<file path="config.mk">
export PLATFORM = sky130hd
export DESIGN_NAME = input_skew_feeder
export DESIGN_NICKNAME = d
export VERILOG_FILES = /design/src/rtl/tpu_pkg.sv /design/src/rtl/feeder_lane.sv /design/src/rtl/input_skew_feeder.sv
export SDC_FILE = /design/constraint.sdc
export NUM_CORES = 1
export LEC_CHECK = 0
export CAP_MARGIN = 20
export CORE_MARGIN = 3
export CORE_UTILIZATION = 49
export CTS_BUF_LIST = sky130_fd_sc_hd__clkbuf_4 sky130_fd_sc_hd__clkbuf_8
export CTS_CLUSTER_DIAMETER = 60
export DETAILED_ROUTE_END_ITERATION = 10
export GPL_TIMING_DRIVEN = 0
export HOLD_SLACK_MARGIN = 0.15
export PLACE_DENSITY = 0.84
export RECOVER_POWER = 100
export SKIP_LAST_GASP = 1
export SLEW_MARGIN = 25
export SYNTH_ARGS = -nofsm -noshare
export SYNTH_HDL_FRONTEND = slang
export SYNTH_HIERARCHICAL = 1
export SYNTH_SLANG_ARGS = --single-unit
</file>
<file path="constraint.sdc">
create_clock -name clk -period 1.3 [get_ports clk]
set_input_delay 0.26 -clock clk [delete_from_list [all_inputs] [get_ports clk]]
set_output_delay 0.26 -clock clk [all_outputs]
set_load 0.05 [all_outputs]
</file>
<file path="src/rtl/tpu_pkg.sv">
// tpu_pkg: definitions shared by both edges of the systolic array.
//   TPU_N       default array dimension (lanes, tile rows/cols)
//   TPU_DATA_W  default operand width on the valid + data lanes
//   feed_state_t  input-feeder phase: IDLE, FEED, DONE
// The accumulator side imports this package too, so both ends agree on width.
package tpu_pkg;

   localparam int TPU_N      = 2;
   localparam int TPU_DATA_W = 8;

   typedef enum logic [1:0] {
      IDLE = 2'd0,
      FEED = 2'd1,
      DONE = 2'd2
   } feed_state_t;

endpackage

</file>
<file path="src/rtl/feeder_lane.sv">
// feeder_lane: next-cycle value of one skewed row lane of the input feeder.
//   step   feed step the outputs will present next cycle
//   feed   high when the next cycle is a FEED step
//   row    row R of the tile buffer, column c at [c*DATA_W +: DATA_W]
//   data   lane data for that step (0 when the lane is not valid)
//   valid  lane valid for that step
// Lane R is delayed R steps: it carries row[step-R] for R <= step <= R+N-1.
module feeder_lane
   import tpu_pkg::*;
#(
   parameter int N      = TPU_N,
   parameter int DATA_W = TPU_DATA_W,
   parameter int R      = 0,
   parameter int TW     = 2
) (
   input  logic [TW-1:0]       step,
   input  logic                feed,
   input  logic [N*DATA_W-1:0] row,
   output logic [DATA_W-1:0]   data,
   output logic                valid
);

   // Matching step against every column keeps the element select in range
   // for any N, including non-power-of-two sizes.
   always_comb begin
      data  = '0;
      valid = 1'b0;
      for (int c = 0; c < N; c++) begin
         if (feed && (int'(step) == R + c)) begin
            valid = 1'b1;
            data  = row[c*DATA_W +: DATA_W];
         end
      end
   end

endmodule

</file>
<file path="src/rtl/input_skew_feeder.sv">
// input_skew_feeder: holds one N x N operand tile and streams it into the
// left edge of the systolic array as diagonally skewed valid/data lanes.
//   clk        rising-edge clock
//   reset      asynchronous, active-low
//   load_en    write load_data into tile[load_row][load_col] (ignored while busy)
//   load_row   tile row index
//   load_col   tile column index
//   load_data  element value
//   start      begin feeding the stored tile (accepted in IDLE and DONE)
//   a_out      lane r data at [r*DATA_W +: DATA_W]
//   a_valid    per-lane valid
//   busy       feed in progress (2N-1 cycles)
//   done       one-cycle pulse after the last feed step
//   state_dbg  current feeder phase (feed_state_t encoding)
//
// Handshake: start is a request sampled at the clock edge; it is taken only
// when the feeder is not in FEED (busy=0), otherwise it is dropped. A load in
// the same cycle as an accepted start is dropped, so step 0 always shows the
// tile as it was before that edge.
module input_skew_feeder
   import tpu_pkg::*;
#(
   parameter int N      = TPU_N,
   parameter int DATA_W = TPU_DATA_W
) (
   input  logic                  clk,
   input  logic                  reset,
   input  logic                  load_en,
   input  logic [$clog2(N)-1:0]  load_row,
   input  logic [$clog2(N)-1:0]  load_col,
   input  logic [DATA_W-1:0]     load_data,
   input  logic                  start,
   output logic [N*DATA_W-1:0]   a_out,
   output logic [N-1:0]          a_valid,
   output logic                  busy,
   output logic                  done,
   output logic [1:0]            state_dbg
);

   localparam int TW   = $clog2(2*N);
   localparam int LAST = 2*N - 2;

   feed_state_t         state;
   logic [TW-1:0]       t;
   logic [DATA_W-1:0]   tile_buf [N][N];
   logic [N*DATA_W-1:0] row_flat [N];

   logic                accept;
   logic                last_step;
   logic                feed_nxt;
   logic [TW-1:0]       step_nxt;
   logic                load_ok;
   logic [N*DATA_W-1:0] data_nxt;
   logic [N-1:0]        valid_nxt;

   assign state_dbg = state;

   assign accept    = (state != FEED) && start;
   assign last_step = (state == FEED) && (t == TW'(LAST));
   assign feed_nxt  = accept || ((state == FEED) && !last_step);
   // An accepted start only happens outside FEED, so step 0 follows it.
   assign step_nxt  = (state == FEED) ? t + TW'(1) : '0;
   assign load_ok   = load_en && (state != FEED) && !start &&
                      (int'(load_row) < N) && (int'(load_col) < N);

   always_comb begin
      for (int r = 0; r < N; r++) begin
         for (int c = 0; c < N; c++) begin
            row_flat[r][c*DATA_W +: DATA_W] = tile_buf[r][c];
         end
      end
   end

   for (genvar r = 0; r < N; r++) begin : g_lane
      feeder_lane #(
         .N      (N),
         .DATA_W (DATA_W),
         .R      (r),
         .TW     (TW)
      ) u_lane (
         .step  (step_nxt),
         .feed  (feed_nxt),
         .row   (row_flat[r]),
         .data  (data_nxt[r*DATA_W +: DATA_W]),
         .valid (valid_nxt[r])
      );
   end

   always_ff @(posedge clk or negedge reset) begin
      if (!reset) begin
         for (int r = 0; r < N; r++) begin
            for (int c = 0; c < N; c++) begin
               tile_buf[r][c] <= '0;
            end
         end
      end else if (load_ok) begin
         tile_buf[load_row][load_col] <= load_data;
      end
   end

   // Phase FSM, step counter and registered outputs. Lane outputs are always
   // loaded from the lane logic, which drives zeros outside a FEED step.
   always_ff @(posedge clk or negedge reset) begin
      if (!reset) begin
         state   <= IDLE;
         t       <= '0;
         a_out   <= '0;
         a_valid <= '0;
         busy    <= 1'b0;
         done    <= 1'b0;
      end else begin
         a_out   <= data_nxt;
         a_valid <= valid_nxt;
         busy    <= feed_nxt;
         done    <= last_step;
         case (state)
            IDLE, DONE: begin
               t <= '0;
               if (start) begin
                  state <= FEED;
               end else begin
                  state <= IDLE;
               end
            end
            FEED: begin
               if (last_step) begin
                  state <= DONE;
                  t     <= '0;
               end else begin
                  t     <= t + TW'(1);
               end
            end
            default: begin
               state <= IDLE;
               t     <= '0;
            end
         endcase
      end
   end

endmodule
</file>
# Word level (Yosys, flattened, before mapping)
# Index checks and enable logic that the tools add are counted.
[op_classes]
n_bitwise = 2
eq_ne = 7
muxes = 19
magnitude_cmp = 4
reduce_logical = 16
add_sub_neg = 1
[op_table]
columns = ["cell", "count"]
rows = [
  ["two-way mux 8 bit", 5],
  ["bitwise mux 32 bit", 1],
  ["demux 16 bit (select 1 bit)", 1],
  ["two-way mux 16 bit", 1],
  ["logical AND 1 bit", 10],
  ["demux 8 bit (select 1 bit)", 1],
  ["equality test 2 bit (second input constant)", 4],
  ["two-way mux 2 bit", 4],
  ["two-way mux 1 bit", 5],
  [">= comparator 2 bit (second input constant)", 2],
  ["logical NOT 2 bit", 2],
  ["< comparator 2 x 1 -> 1 bit (second input constant)", 2],
  ["inverter 1 -> 2 bit", 2],
  ["one-hot mux 2 bit (2 select lines)", 1],
  ["adder 2 x 1 -> 2 bit (second input constant)", 1],
  ["equality test 2 x 1 -> 1 bit (second input constant)", 1],
  ["logical NOT 1 bit", 2],
  ["!= test 2 x 1 -> 1 bit (second input constant)", 1],
  ["!= test 2 bit (second input constant)", 1],
  ["OR reduction 2 bit", 1],
  ["logical OR 1 bit", 1],
]
[word_totals]
out_inout_bits = 22
reg_bits = 56

# Longest topological paths before layout
[logic_depth]
ltp_word = 8
mapped_depth = 8

# Hierarchy
# The synthesis kept the hierarchy.
[by_module_without_submodules]
columns = ["mod", "n_inst", "area_per_inst_um2", "cells_per_inst"]
rows = [
  ["input_skew_feeder", 1, 1926.8, 110],
  ["feeder_lane at g_lane[1].u_lane", 1, 181.4, 31],
  ["feeder_lane at g_lane[0].u_lane", 1, 136.4, 20],
]

# Worst setup path before layout
# No wires, ideal clock.
[synth_path]
path_type = "flip-flop to flip-flop"
from = "register state[1], in the netlist state_dbg[1]"
to = "register a_out[14]"
path_stages_with_launch = 8
setup_slack_ns = -0.449
t_arrival_ns = 1.669
synth_period_minus_slack_ns = 1.749
n_path_buf = 3
path_cell_list = "dfrtp_1 > nand2b_4 > buf_4 > o21ai_0 > buf_4 > buf_6 > nand2_1 > o22ai_2"
[synth_via]
elab_chain_cells = 8
word_cells_on_any_way = 14
[synth_rtl]
columns = ["element", "line_no", "text"]
rows = [
  ["start, declared", "input_skew_feeder.sv:43", "feed_state_t state;"],
  ["start signal, assigned", "input_skew_feeder.sv:105", "state <= IDLE;"],
  ["start signal, assigned", "input_skew_feeder.sv:120", "state <= FEED;"],
  ["start signal, assigned", "input_skew_feeder.sv:122", "state <= IDLE;"],
  ["equality test 2 x 1 -> 1 bit", "input_skew_feeder.sv:59, input_skew_feeder.sv:60", ""],
  ["logical AND 1 bit", "input_skew_feeder.sv:59", "assign last_step = (state == FEED) && (t == TW'(LAST));"],
  ["logical NOT 1 bit", "input_skew_feeder.sv:60", "assign feed_nxt = accept || ((state == FEED) && !last_step);"],
  ["logical AND 1 bit", "input_skew_feeder.sv:60", ""],
  ["logical OR 1 bit (*)", "input_skew_feeder.sv:60", ""],
  ["via feed_nxt", "input_skew_feeder.sv:50", "logic feed_nxt;"],
  ["logical AND 1 bit", "feeder_lane.sv:29", "if (feed && (int'(step) == R + c)) begin"],
  ["two-way mux 8 bit", "feeder_lane.sv:29", ""],
  ["two-way mux 8 bit (*)", "feeder_lane.sv:29", ""],
  ["via data_nxt[14]", "input_skew_feeder.sv:53", "logic [N*DATA_W-1:0] data_nxt;"],
  ["end signal, assigned", "input_skew_feeder.sv:112", "a_out <= data_nxt;"],
  ["end, declared", "input_skew_feeder.sv:33", "output logic [N*DATA_W-1:0] a_out,"],
]
# Mark *: on every way through the listed nets, which the timed path passes. The rest lies on a longest branch.
# A chain may end at the register's enable or synchronous reset.

# Worst setup path after layout
[layout_path]
from = "register state[1], in the netlist state_dbg[1]"
to = "register a_out[5]"
[layout_via]
word_cells_on_any_way = 14
[layout_rtl]
columns = ["element", "line_no", "text"]
rows = [
  ["equality test 2 x 1 -> 1 bit (*)", "input_skew_feeder.sv:62", "assign step_nxt = (state == FEED) ? t + TW'(1) : '0;"],
  ["two-way mux 2 bit (*)", "input_skew_feeder.sv:62", ""],
  ["via step_nxt[0]", "input_skew_feeder.sv:51", "logic [TW-1:0] step_nxt;"],
  ["logical NOT 2 bit", "feeder_lane.sv:29", ""],
  ["logical AND 1 bit", "feeder_lane.sv:29", ""],
  ["two-way mux 8 bit", "feeder_lane.sv:29", ""],
  ["two-way mux 8 bit (*)", "feeder_lane.sv:29", ""],
  ["via data_nxt[5]", "input_skew_feeder.sv:53", ""],
]
# Marked as above.

==> impl_metrics.py <==
metrics = {
    "placement": {
        "numPortBuffers": 35,
        "place_area_um2": 2696,
        "dp_hpwl_mm": 2.977,
        "place.gp.congestion": 0.8073,
        "pre_cts_ws_ps": -541.2,
    },
    "clocking": {
        "insertion_delay_ps": 310,
        "clk_pin_slew_ps": 100,
        "clockBufferDepth": 2,
        "h-tree-depth": 2,
        "cts_made_buffers": 5,
        "cts_root_buf": "clkbuf_8",
        "clock-sinks": 56,
        "cts_tree": "yes",
    },
    "global_routing": {
        "grtUsageTotal_pct": 18.36,
        "top_usage_layer": "met2",
        "met2_usage_pct": 31.59,
        "grt_antenna_before_repair": 0,
        "use_met1_pct": 22.83,
        "grt_overflow": 0,
        "grt_max_degree": 57,
        "use_met3_pct": 4.378,
        "grt_pass1_wl_mm": 7.424,
        "first_global_vias": 1506,
    },
    "logic_synthesis": {
        "avgSynthCellArea_um2": 13.94,
        "yosysSeqAreaShare_pct": 62.43,
        "syn-num-nets": 176,
        "syn-cell-area_um2": 2245,
        "synth_top_cell_area_share_pct": 62.43,
        "synth_top_area_cell": "dfrtp_1",
        "synth_cells": 161,
        "synth_cell_types": 21,
        "yosys_register_bits": 56,
        "synth_area_leaders": "dfrtp_1 62%, mux2_2 16%, mux2i_1 3.6%, nand2_1 2.8%, nor2_1 2.2%",
        "yosys_warnings": 6,
    },
    "timing": {
        "rsz0062_at_grt": "yes",
        "tns_ps": -3242,
        "setup_viol": 51,
        "min_period_over_period_pct": 111.8,
        "holdWs_ps": 436.7,
        "min_period_ps": 1454,
        "drv_slew": 0,
        "fin_worst_skew_ps": 8.607,
        "relSlewSlack_pct": 51.33,
        "final_hold_viol_count": 0,
        "worst_pin_slew_ps": 730.0,
        "fmax_ghz": 0.6879,
        "fin_ws_ps": -153.8,
    },
    "route": {
        "avgRoutedWirePerCell_um": 16.69,
        "drt_wl_total_mm": 4.373,
        "vias_per_cell": 5.347,
        "drtIter0Drc": 78,
        "ant_nets": 0,
        "vias": 1401,
        "drc": 0,
        "drt_first_pass_iters": 4,
    },
    "floorplanning": {
        "dieArea_um2": 5429,
        "initial_core_util_pct": 53.42,
        "io_pins": 36,
        "die-width_um": 73.68,
        "fp.dieH_um": 73.68,
        "core_um2": 4202,
        "rows": 23,
    },
    "setup_path": {
        "arrival_ps": 1650,
        "required_ps": 1490,
        "critical_path_class": "flop to flop",
        "startpoint_type": "flop",
        "critPathMaxFanout": 8,
        "worst_setup_path_end_kind": "flop",
        "rrSetupSlack_ps": -150,
    },
    "final_layout": {
        "multiInputGateArea_um2": 860.8,
        "final_util_pct": 68.17,
        "diodes": 0,
        "drive_gt1_share_pct": 48.58,
        "syn2layout_area_growth_pct": 27.59,
        "finish.instance_area_um2": 2864,
        "final.fill_count": 296,
        "regArea_um2": 1404,
        "nets": 226,
    },
    "worst_hold_path": {
        "hp-class": "input port to flop",
    },
    "power": {
        "peakVddDrop_uv": 1066,
        "p_leak_nw": 1.366,
        "power.density_nw_per_um2": 2781,
    },
    "outcome": {
        "outcome": "complete, but fails checks",
        "violations": "negative setup slack",
    },
    "flow_run": {
        "max_cap_violations": 0,
    },
}
-- repair_timing --
| item | CTS | global route |
|---|---|---|
| endpoints found under the hold margin | 56 | 0 |
| endpoints found under the setup margin | 72 | 63 |
| pin swaps | 7 | 2 |
| cloned | 1 | 0 |
| gates resized for setup | 91 | 33 |
| hold buffers | 1 | 0 |
| buffers inserted | 6 | 1 |
-- Yosys cell counts, drive strengths merged --
master and number:
mux2 32, nor2 13, a21boi 1, o22ai 9, nand2 17, and4 1, ha 1, dfrtp 56
mux2i 8, nand3 1, nand2b 4, buf 8, nor2b 1, inv 4, nor3 2, o21ai 1
nand4b 2
-- state kept, by name (all words and copies together), names as in the netlist --
signal,count
row_flat,32
a_out,16
a_valid,2
state_dbg,2
t,2
busy,1
done,1
-- cell families after synthesis --
family          after synthesis  synth area share, %
compound gates               11                3.790
fa+ha+maj                     1               0.5573
buf+inv                      12                3.790
flops                        56                62.43
mux                          40                19.62
simple gates                 41                9.810
-- per-stage QoR --
stage	power (mW)	std cells
6_report	7.966	262
3_3_place_gp	6.562	246
2_1_floorplan	5.645	161
5_1_grt	8.447	262
4_1_cts	7.993	261
3_5_place_dp	6.742	246
-- worst paths after layout --
check	endpoint	start	depth (start not counted)
max	a_out[5]	state_dbg[1]	6
min	busy	start	3
max reg2reg	a_out[5]	state_dbg[1]	6
min reg2reg	row_flat[16]	row_flat[16]	1
max in group asynchronous	state_dbg[1]	reset	2
min in group asynchronous	a_valid[0]	reset	2
-- routing by layer --
layer  part of all wire [%]  vias to the layer above
li1                       -                      646
met1                     41                      718
met2                     52                       31
met3                    5.0                        6
met4                    1.1                        0
met5                      0                        -
-- layout make-up --
class                   count  share of cell area, %
repair buffers             44                  12.23
clock buffers               6                  2.883
inverters                   4                 0.5242
plain buffers               7                  2.752
multi-input cells          93                  30.06
clock inverters             2                 0.3495
well taps                  50                  2.184
flip-flops and latches     56                  49.02
-- critical path: stages, from the launching register on --
cell and delay (ps):
dfrtp_2 410, nand2b_4 170, buf_8 150, nor2_2 130
buf_6 180, mux2i_1 220, nor2_1 80
-- cells in the final DEF, fill, tap and decap left out, types with 2 or more instances in the layout --
master	count
buf_2	2
buf_4	7
buf_6	7
clkbuf_2	14
clkbuf_8	6
clkdlybuf4s15_2	6
clkdlybuf4s50_1	10
clkinv_2	2
dfrtp_1	54
dfrtp_2	2
dlygate4sd2_1	2
inv_1	4
mux2_2	24
mux2_4	8
mux2i_1	8
nand2_1	11
nand2_2	4
nand2_4	2
nand2b_1	3
nand4b_2	2
nor2_1	12
nor3_1	2
o22ai_1	2
o22ai_2	7
-- report_power, final --
part           internal, mW  switching [mW]  leakage [nW]
combinational          1.72            2.38         0.609
sequential             2.54           0.370         0.707
clock                 0.426           0.526        0.0510
Power figures use the tool's default switching activity.
